<file path="src/rtl/joyport_bus_responder.sv">
// Joystick/mouse bus responder: claims 68020 reads of CIA-A PRA / JOYnDAT and writes of JOYTEST.
// Latency: data driven 1 clock after AS20 is sampled low; DSACK follows 1+WAIT_STATES clocks later.
// Backpressure: none; the bus cycle length is set by AS20, and negating AS20 releases every output on the next edge.
module joyport_bus_responder #(
    parameter int NPORTS      = 2,
    parameter int DATA_W      = 8,
    parameter int WAIT_STATES = 1,
    parameter int TEST_EN     = 1
) (
    input  logic                  CLKCPU_A,
    input  logic                  RESET,
    input  logic                  AS20,
    input  logic                  DS20,
    input  logic                  RW,
    input  logic [1:0]            SIZ,
    input  logic [23:0]           A,
    input  logic [DATA_W-1:0]     D_IN,
    output logic [DATA_W-1:0]     D_OUT,
    output logic                  D_OE,
    output logic [1:0]            DSACK_N,
    output logic                  DSACK_OE,
    input  logic                  PUNT_IN,
    output logic                  PUNT_DRIVE,
    input  logic [6*NPORTS-1:0]   JOY,
    input  logic [NPORTS-1:0]     MODE,
    input  logic [8*NPORTS-1:0]   MOUSE_DX,
    input  logic [8*NPORTS-1:0]   MOUSE_DY,
    input  logic [NPORTS-1:0]     MOUSE_STB
);

    // Word addresses (byte address >> 1) of the registers we answer for
    localparam logic [22:0] JOY0DAT_W = 23'h6FF805;   // DFF00A/B
    localparam logic [22:0] JOY1DAT_W = 23'h6FF806;   // DFF00C/D
    localparam logic [22:0] JOYTEST_W = 23'h6FF81B;   // DFF036/7
    localparam logic [23:0] CIAA_PRA  = 24'hBFE001;
    localparam logic [1:0]  ACK_CODE  = (DATA_W == 8) ? 2'b10 : 2'b01;
    localparam logic [2:0]  WAIT_LAST = 3'((WAIT_STATES > 0) ? WAIT_STATES - 1 : 0);

    typedef enum logic [2:0] {S_IDLE, S_DRIVE, S_WAIT, S_ACK, S_SKIP} state_t;

    state_t              r_state;
    state_t              w_next;
    logic                r_rd;
    logic                r_wr;
    logic [DATA_W-1:0]   r_dlat;
    logic [2:0]          r_wait;
    logic [7:0]          r_xcnt [NPORTS];
    logic [7:0]          r_ycnt [NPORTS];

    logic [11:0]         w_joy_pad;
    logic                w_pra;
    logic                w_joy0;
    logic                w_joy1;
    logic                w_word_ok;
    logic                w_rd_hit;
    logic                w_wr_hit;
    logic [7:0]          w_pra_byte;
    logic [15:0]         w_word;
    logic [DATA_W-1:0]   w_rdata;
    logic                w_claim;
    logic                w_test_load;
    logic                w_unused;

    // Zero-padded to two ports so an absent port reads as released buttons
    assign w_joy_pad  = 12'(JOY);
    assign w_pra      = (A == CIAA_PRA);
    assign w_joy0     = (A[23:1] == JOY0DAT_W);
    assign w_joy1     = (NPORTS > 1) && (A[23:1] == JOY1DAT_W);
    // A 16-bit responder only answers word-aligned JOYnDAT/JOYTEST accesses
    assign w_word_ok  = (DATA_W == 8) || !A[0];
    assign w_rd_hit   = RW && (w_pra || ((w_joy0 || w_joy1) && w_word_ok));
    assign w_wr_hit   = !RW && (TEST_EN != 0) && (A[23:1] == JOYTEST_W) && w_word_ok;
    assign w_pra_byte = {~w_joy_pad[10], ~w_joy_pad[4], 6'b000001};

    // Build the 16-bit register image for the addressed port, then pick the lane(s) we drive
    always_comb begin
        w_word = '0;
        for (int p = 0; p < NPORTS; p++) begin
            if ((p == 0 && w_joy0) || (p == 1 && w_joy1)) begin
                if (MODE[p]) begin
                    w_word = {r_ycnt[p], r_xcnt[p]};
                end else begin
                    w_word = {6'b0, w_joy_pad[6*p+1], w_joy_pad[6*p+1] ^ w_joy_pad[6*p+3],
                              6'b0, w_joy_pad[6*p],   w_joy_pad[6*p]   ^ w_joy_pad[6*p+2]};
                end
            end
        end
        if (w_pra) begin
            w_word = (DATA_W == 16) ? {w_pra_byte, 8'h00} : {8'h00, w_pra_byte};
        end
        if (DATA_W == 16) begin
            w_rdata = w_word[DATA_W-1:0];
        end else begin
            w_rdata = A[0] ? w_word[DATA_W-1:0] : w_word[15:16-DATA_W];
        end
    end

    // Next-state logic: claim in IDLE only when nobody else has punted the cycle
    always_comb begin
        w_next = r_state;
        case (r_state)
            S_IDLE: begin
                if (!AS20) begin
                    if (PUNT_IN && (w_rd_hit || w_wr_hit)) w_next = S_DRIVE;
                    else                                   w_next = S_SKIP;
                end
            end
            S_DRIVE: begin
                if (AS20)                  w_next = S_IDLE;
                else if (WAIT_STATES == 0) w_next = S_ACK;
                else                       w_next = S_WAIT;
            end
            S_WAIT: begin
                if (AS20)                    w_next = S_IDLE;
                else if (r_wait == WAIT_LAST) w_next = S_ACK;
            end
            S_ACK, S_SKIP: begin
                if (AS20) w_next = S_IDLE;
            end
            default: w_next = S_IDLE;
        endcase
    end

    // FSM state register
    always_ff @(posedge CLKCPU_A) begin
        if (RESET) r_state <= S_IDLE;
        else       r_state <= w_next;
    end

    // Cycle attributes captured on the claiming edge; data stays frozen for the whole cycle
    always_ff @(posedge CLKCPU_A) begin
        if (RESET) begin
            r_rd   <= 1'b0;
            r_wr   <= 1'b0;
            r_dlat <= '0;
            r_wait <= '0;
        end else begin
            if (r_state == S_IDLE) begin
                r_rd   <= RW;
                r_wr   <= !RW;
                r_dlat <= w_rdata;
            end
            r_wait <= (r_state == S_WAIT) ? r_wait + 3'd1 : 3'd0;
        end
    end

    // A JOYTEST load at the end of DRIVE overrides any mouse strobe on the same edge
    assign w_test_load = (r_state == S_DRIVE) && r_wr;

    // Mouse counters: wrapping 8-bit accumulation, upper six bits preloadable via JOYTEST
    always_ff @(posedge CLKCPU_A) begin
        for (int p = 0; p < NPORTS; p++) begin
            if (RESET) begin
                r_xcnt[p] <= '0;
                r_ycnt[p] <= '0;
            end else if (w_test_load) begin
                r_ycnt[p][7:2] <= D_IN[DATA_W-1 -: 6];
                if (DATA_W == 16) r_xcnt[p][7:2] <= D_IN[7:2];
            end else if (MOUSE_STB[p] && MODE[p]) begin
                r_xcnt[p] <= r_xcnt[p] + MOUSE_DX[8*p +: 8];
                r_ycnt[p] <= r_ycnt[p] + MOUSE_DY[8*p +: 8];
            end
        end
    end

    assign w_claim    = (r_state == S_DRIVE) || (r_state == S_WAIT) || (r_state == S_ACK);
    assign PUNT_DRIVE = w_claim;
    assign D_OE       = w_claim && r_rd;
    assign D_OUT      = D_OE ? r_dlat : '0;
    assign DSACK_OE   = (r_state == S_ACK);
    assign DSACK_N    = DSACK_OE ? ACK_CODE : 2'b11;

    // Bus qualifiers this responder does not need
    assign w_unused = ^{DS20, SIZ, D_IN, w_joy_pad};

endmodule

</file>
<file path="config.mk">
export PLATFORM = sky130hd
export DESIGN_NAME = joyport_bus_responder
export DESIGN_NICKNAME = d
export VERILOG_FILES = /design/src/rtl/joyport_bus_responder.sv
export SDC_FILE = /design/constraint.sdc
export NUM_CORES = 1
export LEC_CHECK = 0
export CAP_MARGIN = 20
export CORE_MARGIN = 10
export CORE_UTILIZATION = 35
export DETAILED_ROUTE_END_ITERATION = 6
export DONT_BUFFER_PORTS = 1
export PLACE_DENSITY = 0.59
export SYNTH_ARGS = -nofsm -noshare
export SYNTH_HDL_FRONTEND = slang
export SYNTH_SLANG_ARGS = --single-unit
</file>
<file path="constraint.sdc">
create_clock -name CLKCPU_A -period 3.98 [get_ports CLKCPU_A]
set_input_delay 0.995 -clock CLKCPU_A [delete_from_list [all_inputs] [get_ports CLKCPU_A]]
set_output_delay 0.995 -clock CLKCPU_A [all_outputs]
set_load 0.05 [all_outputs]
</file>
## After elaboration in Yosys (flattened, before gate mapping)

Memory sizes are Yosys's and may differ from the RTL's.
Index checks and enable logic that the tools add are counted.

- Memories: 2
- Bits in latches: 0
- RAM bits: 32
- Bits of input ports: 88
- Register bits after elaboration: 16
- Bits in read-only memories: 0

Memories:

| name | words | width | rd ports | clocked after Yosys merged registers in | wr ports | RTL line | RTL |
|---|---|---|---|---|---|---|---|
| r_xcnt | 2 | 8 | 2 | 0 | 2 | 47 | `logic [7:0] r_xcnt [NPORTS];` |
| r_ycnt | 2 | 8 | 2 | 0 | 2 | 48 | `logic [7:0] r_ycnt [NPORTS];` |

- Reductions and logical operators: 18
- Multipliers: 0
- Bitwise logic cells: 15
- Eq/ne operators: 11
- Shifts and indexed selects: 0
- Order comparisons: 0
- Mux-type cells: 36
- Divide/modulo/power cells: 0
- Add/sub/neg operators: 5

Operators by type and width:

| kind | number |
|---|---|
| $mux 16 | 5 |
| $eq 23x23->1 const B | 3 |
| $add 8x8->8 | 4 |
| $mux 8 | 4 |
| $eq 24x24->1 const B | 1 |
| $mux 6 | 4 |
| $mux 3 | 5 |
| $mux 1 | 14 |
| $pmux 3 s4 | 1 |
| $or 1x1->1 | 8 |
| $logic_and 1x1->1 | 7 |
| $eq 3x2->1 const B | 2 |
| $logic_not 3->1 | 2 |
| $mux 2 | 3 |
| $logic_or 1x1->1 | 5 |
| $ne 2x2->1 const B | 2 |
| $reduce_or 2->1 | 2 |
| $xor 1x1->1 | 4 |
| $add 3x1->3 const B | 1 |
| $eq 3x1->1 const B | 1 |
| $eq 3x3->1 const B | 1 |
| $ne 3x3->1 const B | 1 |
| $not 1->1 | 3 |
| $reduce_and 3->1 | 1 |
| $logic_not 1->1 | 1 |

## Logic depth before layout (Yosys ltp)

Gate-level depths: netlist of the first run.

- Depth after elaboration: 9
- Gate-level depth with buffers: 9
- Depth with buffers taken out: 9

## Worst setup path before layout of the first run

No wires, ideal clock.

- Path type: register to output
- From: register r_state[1]
- To: output port D_OUT[0]
- Slack: 0.996 ns
- Data arrival time: 1.989 ns
- Data required time: 2.985 ns
- Stages on the path, launching flop included: 5
- Buffers on the path: 1
- Cell sequence: dfxtp_1 buf_2 nor2_1 nor2_1 and3_1

- Longest elaborated chain between the ends: 5
- Elaborated cells between the ends (all ways): 7

RTL lines:

| item | RTL line | RTL |
|---|---|---|
| start: declaration | 41 | `state_t r_state;` |
| start signal: assignment | 127 | `else r_state <= w_next;` |
| $eq 3x1->1 or $eq 3x2->1 (tied branches) | 166 | `assign w_claim = (r_state == S_DRIVE) \|\| (r_state == S_WAIT) \|\| (r_state == S_ACK);` |
| $logic_or 1x1->1 | 166 |  |
| $logic_or 1x1->1 (*) | 166 |  |
| via PUNT_DRIVE | 23 | `output logic PUNT_DRIVE,` |
| $logic_and 1x1->1 (*) | 168 | `assign D_OE = w_claim && r_rd;` |
| $mux 8 (*) | 169 | `assign D_OUT = D_OE ? r_dlat : '0;` |
| end: declaration | 18 | `output logic [DATA_W-1:0] D_OUT,` |

Mark *: on every way through the listed nets, which the timed path passes. The rest lies on a longest branch.

## Final worst setup path of the first run

- From: register r_state[1]
- To: output port D_OUT[6]

- Longest elaborated chain between the ends: 5
- Elaborated cells between the ends (all ways): 7

RTL lines:

| item | RTL line |
|---|---|
| $eq 3x1->1 or $eq 3x2->1 (tied branches) | 166 |
| $logic_or 1x1->1 | 166 |
| $logic_or 1x1->1 (*) | 166 |
| $logic_and 1x1->1 (*) | 168 |
| $mux 8 (*) | 169 |

Every way passes the cells marked *; elsewhere a longest branch is shown, timed or not.

==> results of run 1 <==
[cell usage after synthesis, types with 8 or more instances]
| cell | n |
|---|---|
| a21oi_1 | 18 |
| and2_1 | 8 |
| and3_1 | 14 |
| clkbuf_1 | 10 |
| dfxtp_1 | 16 |
| edfxtp_1 | 32 |
| ha_1 | 30 |
| inv_1 | 24 |
| mux2i_1 | 11 |
| nand2_1 | 31 |
| nand3_1 | 10 |
| nor2_1 | 46 |
| nor2b_1 | 8 |
| nor3_1 | 16 |
| o21ai_0 | 21 |
| xnor2_1 | 14 |
| xor2_1 | 10 |
[worst max-delay path: cells and delay by family (launching register included)]
family        cells  cell delay [ps]
flops             1              540
simple gates      3              790
buf+inv           1              250
[worst paths after layout]
path | end | startpoint | cells after the start
worst max-delay path | D_OUT[6] | r_state[1]$_SDFFE_PP0P_ | 4
worst max register to register | r_ycnt[1][6]$_SDFFCE_PN0P_ | r_state[2]$_SDFFE_PP0P_ | 6
worst min register to register | r_dlat[4]$_SDFFE_PP0N_ | r_dlat[4]$_SDFFE_PP0N_ | 2
worst min-delay path | r_dlat[4]$_SDFFE_PP0N_ | r_dlat[4]$_SDFFE_PP0N_ | 2
[report_power, final]
part / internal (mW) / switching [mW] / leakage, nW
sequential: 0.566 / 0.0285 / 0.471
clock: 0.125 / 0.174 / 0.0404
combinational: 0.118 / 0.144 / 1.04
total: 0.809 / 0.346 / 1.55
[kinds of logic (layout without fill, tap and decap cells)]
group | after synthesis | count (layout) | synth area share (%)
compound gates | 85 | 85 | 14.50
xor+xnor | 24 | 24 | 5.705
fa+ha+maj | 34 | 34 | 12.36
buf+inv | 40 | 34 | 4.652
flops | 48 | 48 | 34.77
mux | 16 | 16 | 4.822
other cells | 1 | 1 | 0.1018
simple gates | 163 | 163 | 23.09
[sequential cells by signal, summed over array words and instances, names as in the netlist]
register,flops
r_dlat,8
r_rd,1
r_state,3
r_wait,3
r_wr,1
r_xcnt,16
r_ycnt,16
[cell type report]
| type | instances | area [um^2] |
|---|---|---|
| clock inverter | 3 | 23.77 |
| fill | 1051 | 6396 |
| timing repair buffer | 2 | 15.01 |
| tap | 136 | 170.2 |
| sequential | 48 | 1281 |
| inverter | 24 | 90.09 |
| clock buffer | 5 | 68.82 |
| multi-input combinational | 323 | 2232 |
[metal layers]
| layer | part of all wire (%) | track usage (%) |
|---|---|---|
| met2 | 47 | 21.53 |
| met3 | 9.3 | 4.362 |
| met4 | 1.4 | 3.608 |
| met5 | 0 | 0 |
| met1 | 42 | 15.05 |
==> reports/results.md, run 1 <==
### Route
* **Residual DRC** 0
* **via density per instance** 5.362
* **DR pass1 iterations** 4
* **violation count after the first detailed-routing iteration** 169
* **drt wl/cell** 18.09 um
* **remaining antenna violation count after routing** 0
* **final wirelength** 9784 um
* **number of vias after detailed routing** 2901

### Timing
* **period utilization** 72.23%
* **transition at the pin with the smallest max-transition slack** 975.3 ps
* **clock tree skew after final layout** 9.093 ps
* **sum of negative setup slack** 0 ps
* **pins over their slew limit** 0
* **worst setup slack after layout** 1105 ps
* **number of failing setup endpoints in the final timing report** 0
* **relative max-transition margin** 34.85%
* **min cycle time layout** 2875 ps
* **number of failing hold endpoints at the final stage** 0
* **setup repair after global routing missed its margin** no
* **hold slack** 452.6 ps
* **highest attainable clock frequency** 0.3478 GHz

### Critical path
* **kind of capture point of the worst setup path** primary output
* **slowest cell on the critical path** dfxtp_1
* **Crit path largest cell delay** 540 ps
* **Worst Path Max Fanout** 11
* **worst setup path category** reg2out
* **startpoint type of the worst setup path** register
* **arrival time of data at the critical path endpoint** 1880 ps
* **most common cell type on the critical path** nor2_1
* **CP Data Required Time** 2980 ps
* **setup slack on the worst flop-to-flop path** 1670 ps
* **series of cell instances along the critical path** nor2_1, nor2_1, buf_4, and3_1

### Global route
* **Overflow after GRT** 0
* **wire length of the first global-routing pass** 15320 um
* **maximum number of pins on one net before global-route repair** 18
* **number of global-route vias before repair** 2946
* **antenna violations before repair** 0
* **overall fraction of global-route tracks in use** 12.74%

### Outcome
* **run status** finished, final reports clean

### Yosys
* **most area-hungry cell type in the Yosys netlist** edfxtp_1
* **fraction of synthesized cell area taken by the top area cell type** 26.08%
* **part of the Yosys area used for sequential elements** 34.77%
* **flop and latch count out of synthesis** 48
* **synthesized instance count** 411
* **Area contributors post-synth** edfxtp_1, ha_1, dfxtp_1
* **number of enable-type register cells in the synthesized netlist** 32
* **nets in the synthesized netlist** 533
* **mean instance size in the synthesized netlist** 8.965 um^2
* **summed instance area of the synthesized netlist** 3685 um^2
* **unique cell type count in the Yosys netlist** 55
* **FFs w/ async S/R, synth** 0%
* **Most used DFF post-synth** edfxtp_1
* **synthesis warning total** 0

### Power and ir drop
* **PwrDens** 297.6 nW/um^2
* **Pwr Total** 1.155 mW
* **leakage power summed over all cells** 1.551 nW
* **Max rail drop VDD** 0.0001344 V

### Floorplan
* **Chip Width** 122.6 um
* **DIE AREA** 15030 um^2
* **die span in y** 122.6 um
* **initial core utilization** 35.85%
* **Core Rows** 37
* **placeable core region** 10280 um^2
* **count of pins on the block boundary** 101

### Place
* **global placer's final weighted congestion** 0.8433
* **post-detailed-placement cell area** 3789 um^2
* **count of buffers inserted at the top-level ports** 0
* **Inst Count DP** 533
* **worst setup slack after placement** 1053 ps
* **HPWL Detailed** 8246 um

### Clocking
* **Post-CTS Setup Bufs** 0
* **insertion delay of the later-clocked pin in the worst-skew pair** 300 ps
* **Clock H-tree levels** 2
* **Num Clock Sinks** 48
* **Hold-fix buffers, CTS** 0
* **clock transition time at the flip-flop clock pins of the worst setup and hold paths** 90 ps
* **CTS buffer count** 5
* **number of gates resized after cts** 0
* **root cell of the clock tree** clkbuf_8
* **clock tree from TritonCTS** yes
* **Max clock buf depth** 2

### Finish
* **final core area utilization** 37.76%
* **count of non-filler cells in the finished layout** 541
* **most frequent cells in the layout** nor2_1, edfxtp_1, nand2_1
* **most common cell after layout, fill and taps aside** nor2_1
* **synthesis-to-layout area growth** 5.331%
* **NumNets Final** 526
* **Layout Cell Area excl Fill** 3881 um^2
* **antenna fix cells** 0
* **fraction of final layout cells sized beyond drive strength 1** 4.691%

### Run
* **max-cap violations** 0

### Worst hold path
* **worst hold-check path type** reg2reg

No activity file was read; power rests on OpenSTA's default activity.
==> inputs of run 2 (changes only) <==
Clock period 3.98 ns to 3 ns, I/O delays scaled along.
==> run 2 against run 1 <==
Effect of this change:
- cell count up 2.4%
- via count up 2.7%
- first-iteration DRC count down 37%
- sequential power up 33%
==> reports/results.md, run 2 (synthesized netlist as in run 1, its figures left out) <==
### Outcome
* **run status** finished, final reports clean, unchanged

### Finish
* **total of fill cells in the finished design** 1033, was 1051
* **final core area utilization** 39.69%, was 37.76%
* **antenna fix cells** 0, unchanged
* **synthesis-to-layout area growth** 10.70%, was 5.331%
* **Sequential Area** 1281 um^2, unchanged
* **count of non-filler cells in the finished layout** 554, was 541
* **fraction of final layout cells sized beyond drive strength 1** 6.938%, was 4.691%
* **NumNets Final** 539, was 526
* **most frequent cells in the layout** nor2_1, edfxtp_1, nand2_1, unchanged
* **total area of multi-input combinational cells** 2232 um^2, unchanged
* **most common cell after layout, fill and taps aside** nor2_1, unchanged
* **Largest regs** r_xcnt: 16 flops, r_ycnt: 16 flops, r_dlat: 8 flops, unchanged

### Timing
* **worst setup slack after layout** 332.9 ps, was 1105 ps
* **period utilization** 88.90%
* **clock tree skew after final layout** 3.350 ps, was 9.093 ps
* **number of failing hold endpoints at the final stage** 0, unchanged
* **relative max-transition margin** 63.05%, was 34.85%
* **pins over their slew limit** 0, unchanged
* **number of failing setup endpoints in the final timing report** 0, unchanged
* **highest attainable clock frequency** 0.3749 GHz
* **min cycle time layout** 2667 ps
* **setup repair after global routing missed its margin** no, unchanged
* **transition at the pin with the smallest max-transition slack** 552.2 ps, was 975.3 ps
* **sum of negative setup slack** 0 ps, unchanged

### Route
* **via density per instance** 5.379, was 5.362
* **number of vias after detailed routing** 2980, was 2901
* **violation count after the first detailed-routing iteration** 106, was 169
* **remaining antenna violation count after routing** 0, unchanged
* **final wirelength** 9978 um, was 9784 um
* **DR pass1 iterations** 6, was 4
* **drt wl/cell** 18.01 um, was 18.09 um
* **Residual DRC** 0, unchanged

### Critical path
* **kind of capture point of the worst setup path** primary output, unchanged
* **Worst Path Max Fanout** 11, unchanged
* **worst setup path category** reg2out, unchanged
* **CP Data Required Time** 2250 ps, was 2980 ps
* **startpoint type of the worst setup path** register, unchanged
* **arrival time of data at the critical path endpoint** 1920 ps, was 1880 ps
* **worst-case reg-to-reg path depth** 7, was 6

### Place
* **worst setup slack after placement** 477.1 ps, was 1053 ps
* **global placer's final weighted congestion** 0.8289, was 0.8433
* **count of buffers inserted at the top-level ports** 0, unchanged
* **Inst Count DP** 546, was 533
* **HPWL Detailed** 8383 um, was 8246 um

### Floorplan
* **Core Rows** 37, unchanged
* **die span in y** 122.6 um, unchanged
* **initial core utilization** 35.85%, unchanged
* **count of pins on the block boundary** 101, unchanged
* **DIE AREA** 15030 um^2, unchanged
* **placeable core region** 10280 um^2, unchanged
* **Chip Width** 122.6 um, unchanged

### Power and ir drop
* **Max rail drop VDD** 0.0001626 V, was 0.0001344 V
* **PwrDens** 373.4 nW/um^2, was 297.6 nW/um^2
* **leakage power summed over all cells** 1.641 nW, was 1.551 nW

### Global route
* **antenna violations before repair** 0, unchanged
* **number of global-route vias before repair** 2926, was 2946
* **Overflow after GRT** 0, unchanged
* **maximum number of pins on one net before global-route repair** 18, unchanged
* **overall fraction of global-route tracks in use** 12.91%, was 12.74%
* **wire length of the first global-routing pass** 15370 um, was 15320 um

### Clocking
* **clock tree from TritonCTS** yes, unchanged
* **Hold-fix buffers, CTS** 0, unchanged
* **Max clock buf depth** 2, unchanged
* **number of gates resized after cts** 0, unchanged
* **Clock H-tree levels** 2, unchanged
* **root cell of the clock tree** clkbuf_8, unchanged
* **Post-CTS Setup Bufs** 0, unchanged
* **clock transition time at the flip-flop clock pins of the worst setup and hold paths** 90 ps, about the same
* **Num Clock Sinks** 48, unchanged
* **insertion delay of the later-clocked pin in the worst-skew pair** 310 ps, was 300 ps
* **CTS buffer count** 5, unchanged

### Worst hold path
* **worst hold-check path type** reg2reg, unchanged
* **Hold Path Stages** 2, unchanged

### Run
* **max-cap violations** 0, unchanged

-- run 2: cell types whose count changed in the layout (fill, tap and decap cells not counted) --
cell	previous run	this run
clkinv_1	0	1
buf_4	2	6
clkinv_4	1	0
buf_12	0	9
clkbuf_1	0	2
clkinvlp_4	2	0
-- run 2: through the flow --
stage	area [um^2]	total power, mW	hold WS, ps
after CTS	4079	1.534	447.3
after detailed placement	3999	1.155	435.2
after floorplan	3685	1.085	417.3
after global placement	3999	1.139	432.3
after global routing	4079	1.607	474.1
final	4079	1.523	445.0
-- run 2: layout make-up --
cell class	count	area share (%)
Clock inverter	1	0.09202
Inverter	24	2.209
Clock buffer	7	1.871
Tap cell	136	4.172
Multi-Input combinational cell	323	54.72
Timing Repair Buffer	15	5.521
Sequential cell	48	31.41
-- run 2: routing by layer --
metal / global-route usage [%] / wire length, um / vias to the layer above / part of all wire, %
li1: - / - / 1489 / -
met1: 14.91 / 4000 / 1384 / 40
met2: 22.24 / 4814 / 97 / 48
met3: 4.500 / 1032 / 10 / 10
met4: 3.535 / 131 / 0 / 1.3
met5: 0 / 0 / - / 0
-- run 2: final timing paths --
path	from	endpoint	slack [ps]
worst max-delay path	r_state[1]$_SDFFE_PP0P_	D_OUT[5]	330
worst min-delay path	r_dlat[1]$_SDFFE_PP0N_	r_dlat[1]$_SDFFE_PP0N_	440
worst max register to register	r_ycnt[0][1]$_SDFFCE_PN0P_	r_ycnt[0][7]$_DFFE_PP_	800
worst min register to register	r_dlat[1]$_SDFFE_PP0N_	r_dlat[1]$_SDFFE_PP0N_	440
-- run 2: where the power goes --
group	internal (mW)	switching, mW
clock	0.163	0.219
combinational	0.161	0.191
sequential	0.751	0.0378
total	1.07	0.449
-- run 2: worst max-delay path, stage by stage, from the launching register on --
cell,delay (ps)
dfxtp_1,550
nor2_1,150
nor2_1,460
and3_1,300
buf_12,150
